<file path="src/rtl/lcd_access_arbiter_pkg.sv">
// Shared definitions for the LCD access arbiter: controller state encoding
// and LCD timing constants. The control block uses the same state names.
// No logic here; types and constants only.
package lcd_access_arbiter_pkg;

  // Arbiter/controller sequencing states.
  typedef enum logic [2:0] {
    ST_PWRUP = 3'd0,
    ST_IDLE  = 3'd1,
    ST_LOAD  = 3'd2,
    ST_RUN   = 3'd3,
    ST_DONE  = 3'd4
  } lcd_state_t;

  // 15 ms LCD power-up wait at the 2614 Hz core clock.
  localparam int LCD_POWERUP_WAIT = 40;
  // Longest a single window job may keep the control block running.
  localparam int LCD_TIMEOUT      = 255;
  localparam int LCD_WIDTH_MEM    = 4;
  localparam int LCD_N_REQ        = 2;

endpackage

</file>
<file path="src/rtl/lcd_access_arbiter_if.sv">
// Requester/control-block bus of the LCD access arbiter.
// master: requesters + control block (drive req, windows, overflow).
// slave : the arbiter (drives grant, done, error, busy, latched window, ctrl reset).
interface lcd_access_arbiter_if #(
  parameter int N_REQ     = 2,
  parameter int WIDTH_MEM = 4
);
  logic [N_REQ-1:0]           req;             // level request per requester
  logic [N_REQ*WIDTH_MEM-1:0] addr_begin;      // packed window starts
  logic [N_REQ*WIDTH_MEM-1:0] addr_end;        // packed window ends (inclusive)
  logic                       overflow;        // control block: window finished
  logic [N_REQ-1:0]           grant;           // one-hot owner
  logic [N_REQ-1:0]           done;            // completion pulse to owner
  logic                       error;           // pulses with done on failure
  logic                       busy;            // arbiter not idle
  logic [WIDTH_MEM-1:0]       lcd_addr_begin;  // latched window start
  logic [WIDTH_MEM-1:0]       lcd_addr_end;    // latched window end
  logic                       ctrl_rst_n;      // control block reset, active-low

  modport master (
    output req, addr_begin, addr_end, overflow,
    input  grant, done, error, busy, lcd_addr_begin, lcd_addr_end, ctrl_rst_n
  );

  modport slave (
    input  req, addr_begin, addr_end, overflow,
    output grant, done, error, busy, lcd_addr_begin, lcd_addr_end, ctrl_rst_n
  );
endinterface

</file>
<file path="src/rtl/lcd_access_arbiter_rr_arbiter.sv">
// Round-robin pick: first set request searching last+1, last+2, ... mod N_REQ.
// Latency: purely combinational.
// Backpressure: none; o_valid low when no request is set.
// Ports: i_req (requests), i_last (previous owner index), o_grant (one-hot), o_valid.
module lcd_access_arbiter_rr_arbiter #(
  parameter int N_REQ = 2,
  parameter int LW    = 1
) (
  input  logic [N_REQ-1:0] i_req,
  input  logic [LW-1:0]    i_last,
  output logic [N_REQ-1:0] o_grant,
  output logic             o_valid
);

  // Outer loop walks priority order; inner loop matches the rotated index
  // against a constant position so every bit select stays static.
  always_comb begin
    o_grant = '0;
    o_valid = 1'b0;
    for (int j = 1; j <= N_REQ; j++) begin
      for (int k = 0; k < N_REQ; k++) begin
        if (!o_valid && i_req[k] && (((int'(i_last) + j) % N_REQ) == k)) begin
          o_grant[k] = 1'b1;
          o_valid    = 1'b1;
        end
      end
    end
  end

endmodule

</file>
<file path="src/rtl/lcd_access_arbiter.sv">
// Shares the LCD command-memory/control path among N_REQ requesters round-robin.
// Latency: grant 1 cycle after request in IDLE; done 3 cycles + RUN length later.
// Backpressure: level requests wait in IDLE; a job ends on overflow edge or watchdog.
// Ports: i_clk, i_rst_n (async active-low), bus (slave modport: requests, windows,
//        overflow in; grant, done, error, busy, latched window, ctrl_rst_n out).
module lcd_access_arbiter
  import lcd_access_arbiter_pkg::*;
#(
  parameter int WIDTH_MEM    = LCD_WIDTH_MEM,
  parameter int N_REQ        = LCD_N_REQ,
  parameter int POWERUP_WAIT = LCD_POWERUP_WAIT,
  parameter int TIMEOUT      = LCD_TIMEOUT
) (
  input logic                  i_clk,
  input logic                  i_rst_n,
  lcd_access_arbiter_if.slave  bus
);

  localparam int LW  = (N_REQ > 1) ? $clog2(N_REQ) : 1;
  localparam int WDW = $clog2(TIMEOUT + 1);
  localparam int PUW = $clog2(POWERUP_WAIT + 1);

  localparam logic [LW-1:0]  LAST_RST = LW'(N_REQ - 1);
  localparam logic [WDW-1:0] WD_MAX   = WDW'(TIMEOUT);
  localparam logic [PUW-1:0] PU_LAST  = PUW'(POWERUP_WAIT - 1);

  lcd_state_t           state;
  logic [PUW-1:0]       pu_cnt;
  logic [WDW-1:0]       wd_cnt;
  logic [LW-1:0]        last;
  logic                 ovf_prev;
  logic                 err_flag;
  logic [N_REQ-1:0]     grant_q;
  logic [N_REQ-1:0]     done_q;
  logic                 error_q;
  logic                 busy_q;
  logic [WIDTH_MEM-1:0] begin_q;
  logic [WIDTH_MEM-1:0] end_q;
  logic                 ctrl_q;

  logic [N_REQ-1:0]     arb_grant;
  logic                 arb_valid;
  logic [WIDTH_MEM-1:0] win_begin;
  logic [WIDTH_MEM-1:0] win_end;
  logic [LW-1:0]        owner_idx;
  logic [WDW-1:0]       wd_inc;

  lcd_access_arbiter_rr_arbiter #(
    .N_REQ (N_REQ),
    .LW    (LW)
  ) u_rr (
    .i_req   (bus.req),
    .i_last  (last),
    .o_grant (arb_grant),
    .o_valid (arb_valid)
  );

  // Winner's window, selected by the one-hot arbiter result.
  always_comb begin
    win_begin = '0;
    win_end   = '0;
    for (int k = 0; k < N_REQ; k++) begin
      if (arb_grant[k]) begin
        win_begin = bus.addr_begin[k*WIDTH_MEM +: WIDTH_MEM];
        win_end   = bus.addr_end[k*WIDTH_MEM +: WIDTH_MEM];
      end
    end
  end

  // Owner index of the current job, becomes the new round-robin anchor.
  always_comb begin
    owner_idx = '0;
    for (int k = 0; k < N_REQ; k++) begin
      if (grant_q[k]) owner_idx = LW'(k);
    end
  end

  assign wd_inc = (wd_cnt == WD_MAX) ? wd_cnt : wd_cnt + 1'b1;

  always_ff @(posedge i_clk or negedge i_rst_n) begin
    if (!i_rst_n) begin
      state    <= ST_PWRUP;
      pu_cnt   <= '0;
      wd_cnt   <= '0;
      last     <= LAST_RST;
      ovf_prev <= 1'b0;
      err_flag <= 1'b0;
      grant_q  <= '0;
      done_q   <= '0;
      error_q  <= 1'b0;
      busy_q   <= 1'b1;
      begin_q  <= '0;
      end_q    <= '0;
      ctrl_q   <= 1'b0;
    end else begin
      done_q  <= '0;
      error_q <= 1'b0;
      case (state)
        ST_PWRUP: begin
          if (pu_cnt == PU_LAST) begin
            state  <= ST_IDLE;
            busy_q <= 1'b0;
          end else begin
            pu_cnt <= pu_cnt + 1'b1;
          end
        end
        ST_IDLE: begin
          ctrl_q <= 1'b0;
          if (arb_valid) begin
            grant_q <= arb_grant;
            begin_q <= win_begin;
            end_q   <= win_end;
            busy_q  <= 1'b1;
            // An inverted window is never handed to the control block.
            if (win_begin > win_end) begin
              err_flag <= 1'b1;
              state    <= ST_DONE;
            end else begin
              err_flag <= 1'b0;
              state    <= ST_LOAD;
            end
          end
        end
        ST_LOAD: begin
          wd_cnt   <= '0;
          ovf_prev <= 1'b0;
          ctrl_q   <= 1'b1;
          state    <= ST_RUN;
        end
        ST_RUN: begin
          ovf_prev <= bus.overflow;
          wd_cnt   <= wd_inc;
          // Overflow is checked first so it wins a tie with the watchdog.
          if (bus.overflow && !ovf_prev) begin
            ctrl_q   <= 1'b0;
            err_flag <= 1'b0;
            state    <= ST_DONE;
          end else if (wd_inc == WD_MAX) begin
            ctrl_q   <= 1'b0;
            err_flag <= 1'b1;
            state    <= ST_DONE;
          end
        end
        ST_DONE: begin
          done_q  <= grant_q;
          error_q <= err_flag;
          grant_q <= '0;
          last    <= owner_idx;
          ctrl_q  <= 1'b0;
          busy_q  <= 1'b0;
          state   <= ST_IDLE;
        end
        default: begin
          grant_q <= '0;
          ctrl_q  <= 1'b0;
          busy_q  <= 1'b0;
          state   <= ST_IDLE;
        end
      endcase
    end
  end

  assign bus.grant          = grant_q;
  assign bus.done           = done_q;
  assign bus.error          = error_q;
  assign bus.busy           = busy_q;
  assign bus.lcd_addr_begin = begin_q;
  assign bus.lcd_addr_end   = end_q;
  assign bus.ctrl_rst_n     = ctrl_q;

endmodule
</file>
<file path="src/flat_wrapper.sv">
// flat-port wrapper written by rule: the top's interface ports become plain ports
module lcd_access_arbiter_flat import lcd_access_arbiter_pkg::*;
#(
  parameter int WIDTH_MEM    = LCD_WIDTH_MEM,
  parameter int N_REQ        = LCD_N_REQ,
  parameter int POWERUP_WAIT = LCD_POWERUP_WAIT,
  parameter int TIMEOUT      = LCD_TIMEOUT
)
  (i_clk, i_rst_n, bus_req, bus_addr_begin, bus_addr_end, bus_overflow, bus_grant, bus_done, bus_error, bus_busy, bus_lcd_addr_begin, bus_lcd_addr_end, bus_ctrl_rst_n);
  lcd_access_arbiter_if #(.N_REQ(N_REQ), .WIDTH_MEM(WIDTH_MEM)) bus_i ();
  input logic i_clk;
  input logic i_rst_n;
  input wire logic [$bits(bus_i.req)-1:0] bus_req;
  input wire logic [$bits(bus_i.addr_begin)-1:0] bus_addr_begin;
  input wire logic [$bits(bus_i.addr_end)-1:0] bus_addr_end;
  input wire logic [$bits(bus_i.overflow)-1:0] bus_overflow;
  output wire logic [$bits(bus_i.grant)-1:0] bus_grant;
  output wire logic [$bits(bus_i.done)-1:0] bus_done;
  output wire logic [$bits(bus_i.error)-1:0] bus_error;
  output wire logic [$bits(bus_i.busy)-1:0] bus_busy;
  output wire logic [$bits(bus_i.lcd_addr_begin)-1:0] bus_lcd_addr_begin;
  output wire logic [$bits(bus_i.lcd_addr_end)-1:0] bus_lcd_addr_end;
  output wire logic [$bits(bus_i.ctrl_rst_n)-1:0] bus_ctrl_rst_n;
  assign bus_i.req = bus_req;
  assign bus_i.addr_begin = bus_addr_begin;
  assign bus_i.addr_end = bus_addr_end;
  assign bus_i.overflow = bus_overflow;
  assign bus_grant = bus_i.grant;
  assign bus_done = bus_i.done;
  assign bus_error = bus_i.error;
  assign bus_busy = bus_i.busy;
  assign bus_lcd_addr_begin = bus_i.lcd_addr_begin;
  assign bus_lcd_addr_end = bus_i.lcd_addr_end;
  assign bus_ctrl_rst_n = bus_i.ctrl_rst_n;
  lcd_access_arbiter #(.WIDTH_MEM(WIDTH_MEM), .N_REQ(N_REQ), .POWERUP_WAIT(POWERUP_WAIT), .TIMEOUT(TIMEOUT)) u_core (.i_clk(i_clk), .i_rst_n(i_rst_n), .bus(bus_i));
endmodule
</file>
<file path="config.mk">
export PLATFORM = sky130hd
export DESIGN_NAME = lcd_access_arbiter_flat
export DESIGN_NICKNAME = d
export VERILOG_FILES = /design/src/rtl/lcd_access_arbiter_pkg.sv /design/src/rtl/lcd_access_arbiter_if.sv /design/src/rtl/lcd_access_arbiter_rr_arbiter.sv /design/src/rtl/lcd_access_arbiter.sv /design/src/flat_wrapper.sv
export SDC_FILE = /design/constraint.sdc
export NUM_CORES = 1
export LEC_CHECK = 0
export ABC_AREA = 0
export ABC_CLOCK_PERIOD_IN_PS = 3000
export CAP_MARGIN = 20
export CORE_ASPECT_RATIO = 0.9
export CORE_MARGIN = 1
export CORE_UTILIZATION = 54
export CTS_BUF_LIST = sky130_fd_sc_hd__clkbuf_4
export DETAILED_ROUTE_END_ITERATION = 10
export PLACE_DENSITY = 0.92
export SYNTH_ARGS = -nofsm -noshare
export SYNTH_HDL_FRONTEND = slang
export SYNTH_SLANG_ARGS = --single-unit
</file>
<file path="constraint.sdc">
create_clock -name i_clk -period 3 [get_ports i_clk]
set_clock_uncertainty 0.2 [all_clocks]
set_input_delay 0.45 -clock i_clk [delete_from_list [all_inputs] [get_ports i_clk]]
set_output_delay 0.45 -clock i_clk [all_outputs]
set_load 0.02 [all_outputs]
</file>
Word-level counts from Yosys, hierarchy flattened
Cells that the tools add are included.
W data, S select, Z words.

cells by class
  add/subtract/negate cells = 4
  order comparisons = 1
  equality and inequality tests = 12
  multiplexer cells = 36
  bitwise logic cells = 6
  reductions and logical operators = 26

operators by type and width
  kind                   count
  $logic_not A32 Y1      2
  $mux W1                17
  $eq A8 B8 Y1 const B   2
  $mux W4                4
  $pmux W8 S2            1
  $mux W3                5
  $pmux W3 S4            1
  $reduce_and A3 Y1      3
  $add A8 B1 Y8 const B  1
  $logic_and A1 B1 Y1    8
  $mux W8                1
  $reduce_and A2 Y1      4
  $add A6 B1 Y6 const B  1
  $eq A3 B2 Y1 const B   2
  $eq A6 B6 Y1 const B   1
  $pmux W1 S3            2
  $eq A2 B2 Y1 const B   2
  $gt A4 B4 Y1           1
  $logic_not A1 Y1       4
  $mux W2                2
  $ne A2 B1 Y1 const B   2
  $not A1 Y1             4
  $pmux W1 S2            2
  $pmux W2 S2            1
  other kinds (9)        12

word-level totals
  register bits = 35
  input bits = 21
  word-level logic and storage cells = 98

Depth between registers and ports, before layout
  word-level depth = 22
  gate-level depth with buffers = 9
  gate-level depth less buffers = 9

By module
Synthesis repeated with hierarchy kept, for this count alone.

unflattened totals
  cell total of the unflattened synthesis = 202
  area, all modules = 1955.6 sq um

by module, submodules not included
  module                         instances  cells each  area an instance (sq um)  sequential area each (sq um)
  lcd_access_arbiter             1          198         1930.6                    878.3
  lcd_access_arbiter_rr_arbiter  1          4           25.0                      0.0

Least setup slack after synthesis
OpenSTA, ideal clock, no wires.

  path type = register to register
  start point = register u_core.last
  end point = register u_core.err_flag
  library setup time = 0.118 ns
  data arrival time = 2.123 ns
  data required time = 2.682 ns
  slack = 0.559 ns
  stages on the path, launching flop included = 10
  clock period less this slack = 2.441 ns
  cell sequence = dfstp_2 -> inv_1 -> a21boi_1 -> a22oi_1 -> ha_1 -> o21ai_0 -> a21oi_1 -> o21ai_0 -> o21ai_0 -> a21o_1

on the way
  word-level cells in the longest chain between the ends = 22

ends and longest elaborated chain
  element                           line                                 RTL
  start: declaration                lcd_access_arbiter.sv:30             logic [LW-1:0] last;
  start signal: assignment          lcd_access_arbiter.sv:148            last <= owner_idx;
  $add A1 B1 Y1                     lcd_access_arbiter_rr_arbiter.sv:22  if (!o_valid && i_req[k] && (((int'(i_last) + j) % N_REQ) == k)) begin
  $and A1 B1 Y1 (no line)           n/a
  $logic_not A32 Y1                 lcd_access_arbiter_rr_arbiter.sv:22
  $logic_and A1 B1 Y1               lcd_access_arbiter_rr_arbiter.sv:22
  $mux W1                           lcd_access_arbiter_rr_arbiter.sv:22
  $logic_not A1 Y1                  lcd_access_arbiter_rr_arbiter.sv:22
  $logic_and A1 B1 Y1 (2 in a row)  lcd_access_arbiter_rr_arbiter.sv:22
  $mux W1                           lcd_access_arbiter_rr_arbiter.sv:22
  [... 4 more ...]                  n/a
  $logic_not A1 Y1                  lcd_access_arbiter_rr_arbiter.sv:22
  $logic_and A1 B1 Y1 (2 in a row)  lcd_access_arbiter_rr_arbiter.sv:22
  $mux W1                           lcd_access_arbiter_rr_arbiter.sv:22
  $mux W4                           lcd_access_arbiter.sv:63             if (arb_grant[k]) begin
  $gt A4 B4 Y1                      lcd_access_arbiter.sv:115            if (win_begin > win_end) begin
  $mux W1                           lcd_access_arbiter.sv:115
  $mux W1                           lcd_access_arbiter.sv:109            if (arb_valid) begin
  $pmux W1 S2                       lcd_access_arbiter.sv:98             case (state)
  end signal: assignment            lcd_access_arbiter.sv:116            err_flag <= 1'b1;
  end signal: assignment            lcd_access_arbiter.sv:119            err_flag <= 1'b0;
  end signal: assignment            lcd_access_arbiter.sv:136            err_flag <= 1'b0;
  end: declaration                  lcd_access_arbiter.sv:32             logic err_flag;

Several ways; a longest one is shown, not always the timed one. The select of a mux whose other input is x is not followed.
A chain may end at the register's enable or synchronous reset.

Worst setup path after layout
  start point = input bus_req[1]
  end point = register u_core.err_flag

on the way
  word-level cells in the longest chain between the ends = 16

ends and longest elaborated chain
  element                           line                                 RTL
  start: declaration                flat_wrapper.sv:13                   input wire logic [$bits(bus_i.req)-1:0] bus_req;
  $logic_and A1 B1 Y1 (2 in a row)  lcd_access_arbiter_rr_arbiter.sv:22
  $mux W1                           lcd_access_arbiter_rr_arbiter.sv:22
  $logic_not A1 Y1                  lcd_access_arbiter_rr_arbiter.sv:22
  $logic_and A1 B1 Y1 (2 in a row)  lcd_access_arbiter_rr_arbiter.sv:22
  $mux W1                           lcd_access_arbiter_rr_arbiter.sv:22
  $logic_not A1 Y1                  lcd_access_arbiter_rr_arbiter.sv:22
  $logic_and A1 B1 Y1 (2 in a row)  lcd_access_arbiter_rr_arbiter.sv:22
  $mux W1                           lcd_access_arbiter_rr_arbiter.sv:22
  $mux W4                           lcd_access_arbiter.sv:63
  $gt A4 B4 Y1                      lcd_access_arbiter.sv:115
  $mux W1                           lcd_access_arbiter.sv:115
  $mux W1                           lcd_access_arbiter.sv:109
  $pmux W1 S2                       lcd_access_arbiter.sv:98

Several ways; a longest one is shown, not always the timed one. The select of a mux whose other input is x is not followed.

==> flow_summary_export.csv <==
group,metric,value,unit
status,outcome,"finished, final reports clean",
cts,cts_tree,"yes",
cts,cts-root-buf,"clkbuf_4",
floorplan,fp.coreArea,0.003403,mm2
detailed_routing,via_per_inst,6.213,
setup_path,worstPathMaxFanout,9,
timing,tns,0,ps
global_routing,grt_usage,0.2735,
synth,synthFlopType,"dfrtp_1",
cells_and_area,areaGrowthSynthToFinish,25.23,%
flow_run,max_cap_viol_count,0,
cts,post_cts_resize_count,0,
synth,synth_top_area_cell,"dfrtp_1",
timing,tightest_slew,553.7,ps
timing,slew_headroom,0.6309,
synth,synth_cell_types,45,
floorplan,num_rows,20,
setup_path,arrival,2650,ps
setup_path,r2r-end,"u_core.state[0]",
global_routing,grt_pass1_wl,7893,um
synth,syn_area_per_cell,9.345,um2
detailed_routing,drt_iter0_markers,173,
synth,yosys_register_bits,35,
floorplan,start_util,0.5684,
cts,cts.clk_slew.worst_paths,100,ps
detailed_routing,drc,0,
detailed_routing,wl_per_cell,16.37,um
cells_and_area,fin_nets,268,
setup_path,crit_type,"primary input to flip-flop",
pwr,leakagePower,1.046,nW
hold_path,min_path_type,"flip-flop to flip-flop",
global_routing,grt_pass1_vias,1693,
placed_design,dpl.hpwl,3395,um
cts,clock_sinks,35,
setup_path,r2r_cells,6,
pwr,power_density,901.6,mW/mm2
detailed_routing,firstDrtPassIters,4,
setup_path,cp-start-kind,"primary input",
setup_path,rr_startpoint,"u_core.wd_cnt[0]",
setup_path,r2r_slack,510,ps
floorplan,io_pins,36,
timing,fin_crit,2622,ps
global_routing,grt_overflow,0,
floorplan,die_h,58.78,um
cells_and_area,drive_gt1_frac,0.08678,
synth,postSynth.asyncResetShare,1.000,
detailed_routing,vias,1777,
synth,synth_cells,207,
timing,max_clock_freq,0.3813,GHz
cts,ctsHoldBuffers,0,
timing,grt_setup_unrepaired,"false",
synth,synth.net_count,234,
cts,cts-htree-levels,2,
synth,synthMostInstantiatedCell,"dfrtp_1",
detailed_routing,finalWirelength,4681,um
global_routing,grt_max_degree,36,
synth,yosysSeqAreaShare,0.4541,
timing,holdWs,270.7,ps
synth,netlist.area_leader.share,0.4269,
setup_path,critPathLaunch,"bus_req[1]",
synth,synthTopCellsByArea,"dfrtp_1, a21oi_1, o21ai_0",
cells_and_area,antenna_cells,0,
placed_design,place.port_buffers,35,
global_routing,antenna_found_initial,0,
cts,cts_setup_buffers,0,
cts,insertion_delay,340,ps
floorplan,fp.dieW,65.09,um
pwr,ir_drop,0.4194,mV
timing,slew_violations,0,
floorplan,dieArea,0.003826,mm2
detailed_routing,ant_nets,0,
setup_path,crit_path_end,"u_core.err_flag",
synth,netlist_area,0.001934,mm2
synth,synthTopCellsByCount,"dfrtp_1, nand2_1, a21oi_1",
timing,fin_crit_sh,0.8741,
cts,cts_buffers,5,
placed_design,place_congestion,0.9372,
setup_path,end_kind,"flip-flop",
timing,setup_viol,0,
cts,cts_buffer_depth,2,
synth,yosysWarnings,0,
setup_path,required,3030,ps
synth,synth_edf_count,0,
timing,hold_viol,0,
-- critical path, cell delays in order --
cell,delay [ps]
clkdlybuf4s50_1,550
a21boi_1,230
buf_4,200
a22oi_1,100
ha_1,320
o21ai_0,140
a21oi_1,50
o21ai_0,270
o21ai_0,160
a21o_1,170
-- area by class of cell --
| cell class | count | area, um2 |
|---|---|---|
| well taps | 44 | 55.05 |
| multi-input cells | 154 | 980.9 |
| clock buffers | 6 | 45.04 |
| repair buffers | 39 | 380.4 |
| flip-flops and latches | 35 | 878.3 |
| clock inverters | 2 | 60.06 |
| fillers | 258 | 980.9 |
| inverters | 6 | 22.52 |
-- where the power goes --
group,switching [mW],total [mW],internal [mW]
sequential,0.202,0.855,0.652
clock,0.157,0.426,0.269
combinational,0.480,0.903,0.424
-- cells in the final DEF, fill, tap and decap left out, drive strengths merged, types with 4 or more instances in the layout --
master         instances
nor2                  10
xnor2                  4
nand4                  5
inv                    6
and3                   6
mux2                   5
a21oi                 18
clkdlybuf4s50         35
nand3                  6
clkbuf                 6
a22oi                  5
nand2b                 5
a22o                   6
dfrtp                 33
nand2                 22
o21ai                 17
buf                    4
ha                     6
-- worst min-delay path by stage --
stage	slack [ps]	depth (start not counted)	start	endpoint
after floorplan	-50	0	i_rst_n	u_core.bus.ctrl_rst_n
after global placement	240	2	u_core.ovf_prev	u_core.ovf_prev
after detailed placement	250	2	u_core.ovf_prev	u_core.ovf_prev
after CTS	280	2	u_core.ovf_prev	u_core.ovf_prev
after global routing	300	2	u_core.ovf_prev	u_core.ovf_prev
final	270	2	u_core.ovf_prev	u_core.ovf_prev
-- kinds of logic after synthesis --
group / count (synthesis) / synth area share
and+or+nand+nor: 70 / 0.1882
AOI/OAI and AO/OA: 68 / 0.2283
DFF: 35 / 0.4541
buffers and inverters: 18 / 0.03881
adders and majority gates: 6 / 0.03881
xor gates and xnor gates: 5 / 0.02264
muxes: 5 / 0.02911
-- layer usage --
layer | up-vias | GRT usage | share of wire | routed length [um]
li1 | 837 | - | - | -
met5 | - | 0 | 0 | 0
met3 | 10 | 0.07171 | 0.065 | 302
met4 | 0 | 0.09627 | 0.013 | 59
met1 | 860 | 0.3496 | 0.44 | 2067
met2 | 70 | 0.4524 | 0.48 | 2252
-- through the flow --
stage                     setup slack [ps]  area, um2    util  power (mW)  cells
after floorplan                      558.6       1934       -       1.418    207
after CTS                            379.3       2422  0.7118       2.185    286
after detailed placement             92.10       2317  0.6809       1.755    278
final                                377.6       2422  0.7118       2.184    286
after global placement               199.9       2317  0.6809       1.697    278
after global routing                 252.2       2422  0.7118       2.329    286
-- flip-flops by register name (all words and copies together), names as in the netlist, 2 cells and up --
signal and flops:
u_core.state 3, u_core.wd_cnt 8, u_core.bus.grant 2, u_core.pu_cnt 6
u_core.bus.lcd_addr_end 4, u_core.bus.done 2, u_core.bus.lcd_addr_begin 4
No activity file was read; power rests on OpenSTA's default activity.
